<file path="config.mk">
export PLATFORM = sky130hd
export DESIGN_NAME = bresenham_line_drawer
export DESIGN_NICKNAME = d
export VERILOG_FILES = /design/src/rtl/bresenham_line_drawer.sv
export SDC_FILE = /design/constraint.sdc
export NUM_CORES = 1
export LEC_CHECK = 0
export ABC_AREA = 1
export CAP_MARGIN = 20
export CELL_PAD_IN_SITES_DETAIL_PLACEMENT = 1
export CELL_PAD_IN_SITES_GLOBAL_PLACEMENT = 1
export CORE_ASPECT_RATIO = 0.5
export CORE_UTILIZATION = 30
export DETAILED_ROUTE_END_ITERATION = 16
export GPL_ROUTABILITY_DRIVEN = 0
export GPL_TIMING_DRIVEN = 0
export MAX_ROUTING_LAYER = met4
export PLACE_DENSITY_LB_ADDON = 0.1
export SLEW_MARGIN = 10
export SYNTH_ARGS = -nofsm -noshare
export SYNTH_HDL_FRONTEND = slang
export SYNTH_SLANG_ARGS = --single-unit
</file>
<file path="constraint.sdc">
create_clock -name clock -period 3.6 [get_ports clock]
set_input_delay 0.36 -clock clock [delete_from_list [all_inputs] [get_ports clock]]
set_output_delay 0.36 -clock clock [all_outputs]
set_load 0.005 [all_outputs]
</file>
<file path="src/rtl/bresenham_line_drawer.sv">
// Bresenham line rasteriser: latches endpoints on i_go and emits one pixel per
// clock in DRAW, gating the plot strobe to the visible window.
module bresenham_line_drawer #(
  parameter int H_RES = 320,
  parameter int V_RES = 240
) (
  input  logic       clock,
  input  logic       i_reset,
  input  logic       i_go,
  input  logic [2:0] i_colour,
  input  logic [8:0] i_X0,
  input  logic [8:0] i_X1,
  input  logic [7:0] i_Y0,
  input  logic [7:0] i_Y1,
  output logic       o_done,
  output logic       o_plot,
  output logic [8:0] o_x,
  output logic [7:0] o_y,
  output logic [2:0] o_colour
);

  localparam logic [1:0] S_IDLE = 2'd0;
  localparam logic [1:0] S_INIT = 2'd1;
  localparam logic [1:0] S_DRAW = 2'd2;
  localparam logic [1:0] S_DONE = 2'd3;

  localparam logic [9:0] H_LIM = 10'(H_RES);
  localparam logic [8:0] V_LIM = 9'(V_RES);

  logic [1:0] state;

  logic [8:0] x0, x1, cur_x;
  logic [7:0] y0, y1, cur_y;
  logic [2:0] colour;
  logic       sx_neg, sy_neg;

  logic signed [11:0] dx, dy, err;

  logic signed [11:0] adx, ady;
  logic signed [11:0] e2, err_nx;
  logic               step_x, step_y, at_end;

  function automatic logic signed [11:0] abs_diff(input logic [8:0] a, input logic [8:0] b);
    logic signed [11:0] d;
    d = $signed({3'b000, a}) - $signed({3'b000, b});
    return (d < 12'sd0) ? -d : d;
  endfunction

  // Error-term step: both axis corrections are evaluated against the same e2
  // and folded into one new err value.
  always_comb begin
    adx    = abs_diff(x0, x1);
    ady    = abs_diff({1'b0, y0}, {1'b0, y1});
    e2     = err <<< 1;
    step_x = (e2 >= dy);
    step_y = (e2 <= dx);
    err_nx = err + (step_x ? dy : 12'sd0) + (step_y ? dx : 12'sd0);
    at_end = (cur_x == x1) && (cur_y == y1);
  end

  always_ff @(posedge clock or posedge i_reset) begin
    if (i_reset) begin
      state  <= S_IDLE;
      x0     <= '0;
      x1     <= '0;
      y0     <= '0;
      y1     <= '0;
      colour <= '0;
      cur_x  <= '0;
      cur_y  <= '0;
      sx_neg <= 1'b0;
      sy_neg <= 1'b0;
      dx     <= '0;
      dy     <= '0;
      err    <= '0;
    end else begin
      case (state)
        S_IDLE: begin
          if (i_go) begin
            x0     <= i_X0;
            x1     <= i_X1;
            y0     <= i_Y0;
            y1     <= i_Y1;
            colour <= i_colour;
            state  <= S_INIT;
          end
        end
        S_INIT: begin
          dx     <= adx;
          dy     <= -ady;
          err    <= adx - ady;
          sx_neg <= !(x0 < x1);
          sy_neg <= !(y0 < y1);
          cur_x  <= x0;
          cur_y  <= y0;
          state  <= S_DRAW;
        end
        S_DRAW: begin
          if (at_end) begin
            state <= S_DONE;
          end else begin
            err <= err_nx;
            if (step_x) cur_x <= sx_neg ? cur_x - 9'd1 : cur_x + 9'd1;
            if (step_y) cur_y <= sy_neg ? cur_y - 8'd1 : cur_y + 8'd1;
          end
        end
        default: begin
          if (!i_go) state <= S_IDLE;
        end
      endcase
    end
  end

  // Off-screen pixels still advance the walk but never strobe the frame buffer.
  assign o_plot   = (state == S_DRAW) && ({1'b0, cur_x} < H_LIM) && ({1'b0, cur_y} < V_LIM);
  assign o_done   = (state == S_DONE);
  assign o_x      = cur_x;
  assign o_y      = cur_y;
  assign o_colour = colour;

endmodule

</file>
==> impl_metrics.toml <==
[grt]
antenna_found_initial = 0
overflow = 0
grt_pass1_vias = 7565
grt_pass1_wl_microns = 42000
track_usage = 0.216
grt_max_degree = 63

[placement]
io_buffers = 61
dpl.hpwl_microns = 20400
pre_cts_ws_ps = -786
placed_cells = 1426

[cts]
cts.sinks = 93
clock_path_buffers = 2
htree_levels = 3
clk_latency_ps = 360
cts_tree = "yes"
ctsHoldBuffers = 0
cts_made_buffers = 9
path_clk_slew_ps = 70
root_buffer = "clkbuf_16"

[run_status]
status = "finished with violations"
failed_checks = "setup timing"

[setup_path]
path_cells = "inv_2 > ha_4 > nand4_1 > nor2_4 > buf_6 > nand4_1 > nand2_4 > clkinv_8 > buf_6 > nor2_4 > fa_1 > ha_4 > buf_6 > nand3_2 > nand2_2 > buf_6 > buf_4 > buf_4 > buf_4 > buf_4 > a21oi_2 > o21ai_2 > a31oi_1"
reg2reg_to = "err[5]"
worstReg2RegStart = "dx[5]"
start_kind = "register"
critPathMaxStageDelay_ps = 460
crit_path_end_kind = "register"
r2r.worst_path.cells = 23
arrival_ps = 4130
crit_fanout = 5
r2r_slack_ps = -250
cpMaxStageDelayCell = "fa_1"
cp.required_ps = 3880
path_class = "register to register"

[synth]
synth-main-ff-cell = "dfrtp_1"
postSynthCellCount = 1028
synth_edf_count = 0
syn-cell-area_sq_mm = 0.00767
synth-seq-area-share = 0.303
yosysUniqueCellTypes = 50
avgSynthCellArea_sq_um = 7.46
synthArstFlopShare = 1.00
ys_warn_count = 0
synth_nets = 1162
ys_ff_latch = 93

[worst_hold_path]
hp-class = "input port to asynchronous set/reset pin"

[routing]
wl_microns = 26800
drt_pass1_iterations = 4
drt_iter0_drc = 304
routed-via-count = 7192
viasPerCell = 4.80
drc = 0
ant_nets = 0
wl_per_cell_microns = 17.9

[sta]
post-route-period-util = 1.07
slew_headroom = 0.348
hold_violations = 0
slew_violations = 0
worst_slew_pin_slew_ps = 978
rsz0062_at_grt = "true"
clock_skew_ps = 8.01
min_period_ps = 3850
timing.final.ws_setup_ps = -253
setup_viol = 5
fmax_ghz = 0.260

[power]
clkPwrFrac = 0.470
switching_power_uw = 476
seqPwrFrac = 0.496
p_sw_frac = 0.226
ir_drop_uv = 209
intPower_uw = 1630
p_comb_frac = 0.035
p_total_uw = 2110
powerDensity_mw_per_mm2 = 205
leakage_uw = 0.00495

[cells_and_area]
area_growth_pct = 34.2
diodes = 0
layoutNonFillerInstCount = 1498
nNetsFinal = 1291
final_common_cell = "nand2_1"
fin_util = 0.420
drive_gt1_frac = 0.240
mostFrequentLayoutCells = "nand2_1, inv_1, nor2_1"
nFillCells = 2989

[job]
cap_violations = 0

[die]
die-area_sq_mm = 0.0262
die-height_microns = 115
fp-row-count = 40
die_w_microns = 228
design.core.area_sq_mm = 0.0245
initial_core_util = 0.313
ioPinCount = 62
metal layers:
metal  global-route usage  routed length, microns
met1                0.294                   13500
met5                    -                       0
met2                0.347                   12200
met3               0.0280                     789
met4               0.0398                     359
Yosys cell counts, types with 2 or more instances:
library cell / count / area share
nor2_1: 107 / 0.052
mux2i_1: 2 / 0.0026
xnor2_2: 2 / 0.0042
o21bai_1: 2 / 0.0020
nand2_2: 5 / 0.0041
nand3b_1: 5 / 0.0049
o21ai_1: 6 / 0.0039
mux2_2: 14 / 0.021
o21ai_0: 61 / 0.040
buf_2: 3 / 0.0020
xor2_1: 22 / 0.025
fa_1: 16 / 0.042
clkinv_1: 2 / 0.00098
or2_2: 8 / 0.0065
o211ai_1: 8 / 0.0078
nor3_1: 7 / 0.0046
inv_1: 156 / 0.076
a31oi_1: 11 / 0.0090
nand4_1: 11 / 0.0090
ha_1: 78 / 0.13
a21oi_1: 76 / 0.050
buf_1: 6 / 0.0029
nand3_1: 56 / 0.037
dfrtp_1: 93 / 0.30
o21ai_2: 2 / 0.0023
xnor2_1: 17 / 0.019
clkbuf_1: 12 / 0.0059
a21oi_2: 3 / 0.0034
nand2_1: 215 / 0.11
inv_2: 2 / 0.00098
sequential cells by signal, summed over array words and instances, names as in the netlist, 9 cells and up:
name / cells
err: 11
dx: 12
o_x: 9
x1: 9
x0: 9
dy: 12
layout make-up:
| type | count | area, sq um | area share |
|---|---|---|---|
| multi-input cells | 754 | 5440 | 0.528 |
| repair buffers | 118 | 1090 | 0.106 |
| clock inverters | 2 | 15.0 | 0.00146 |
| inverters | 160 | 623 | 0.0605 |
| flip-flops and latches | 93 | 2340 | 0.227 |
| plain buffers | 21 | 83.8 | 0.00814 |
| well taps | 336 | 420 | 0.0408 |
| clock buffers | 14 | 284 | 0.0276 |
worst max-delay path by stage:
stage	endpoint	slack, ps	cells after the start	startpoint
after floorplan	err[9]	8	29	err[10]
after global placement	err[10]	-1460	2	i_reset
after detailed placement	err[9]	-790	29	err[8]
after CTS	err[8]	-150	17	x1[0]
after global routing	err[9]	-430	26	err[8]
final	err[5]	-250	23	dx[5]
metrics by stage:
step	setup TNS (ps)	hold slack, ps	cell area (sq um)
final	-889	353	10300
after global routing	-1710	388	10300
after CTS	-419	366	9840
after detailed placement	-3230	480	8760
after global placement	-108610	471	8730
after floorplan	0	449	7700
timing repair:
action                                  CTS  global route
pin swaps                                36            41
endpoints found under the hold margin     0             0
buffers inserted                         39            19
gates resized for setup                 109            81
endpoints found under the setup margin   10             7
cell families (layout without fill, tap and decap cells):
group           count (synthesis)  count (layout)  synth area share
simple gates                  422             422             0.232
buf+inv                       181             315            0.0891
compound gates                179             179             0.131
fa+ha+maj                      94              94             0.169
flops                          93              93             0.303
xor+xnor                       42              42            0.0524
mux                            16              16            0.0232
other cells                     1               1          0.000489
power by group through the flow:
stage	sequential [uW]	combinational, uW	clock (uW)
2_1_floorplan	1060	17.1	0
3_3_place_gp	1060	70.2	0
6_report	1040	72.8	990
3_5_place_dp	1060	75.4	0
5_1_grt	1040	80.6	1060
4_1_cts	1040	75.8	1020
critical path: cells and delay by family (launching register included):
kind / cells / cell delay (ps)
fa+ha+maj: 3 / 1030
simple gates: 7 / 770
flops: 1 / 450
buf+inv: 10 / 1100
compound gates: 3 / 400
(Power assumes the default switching activity.)
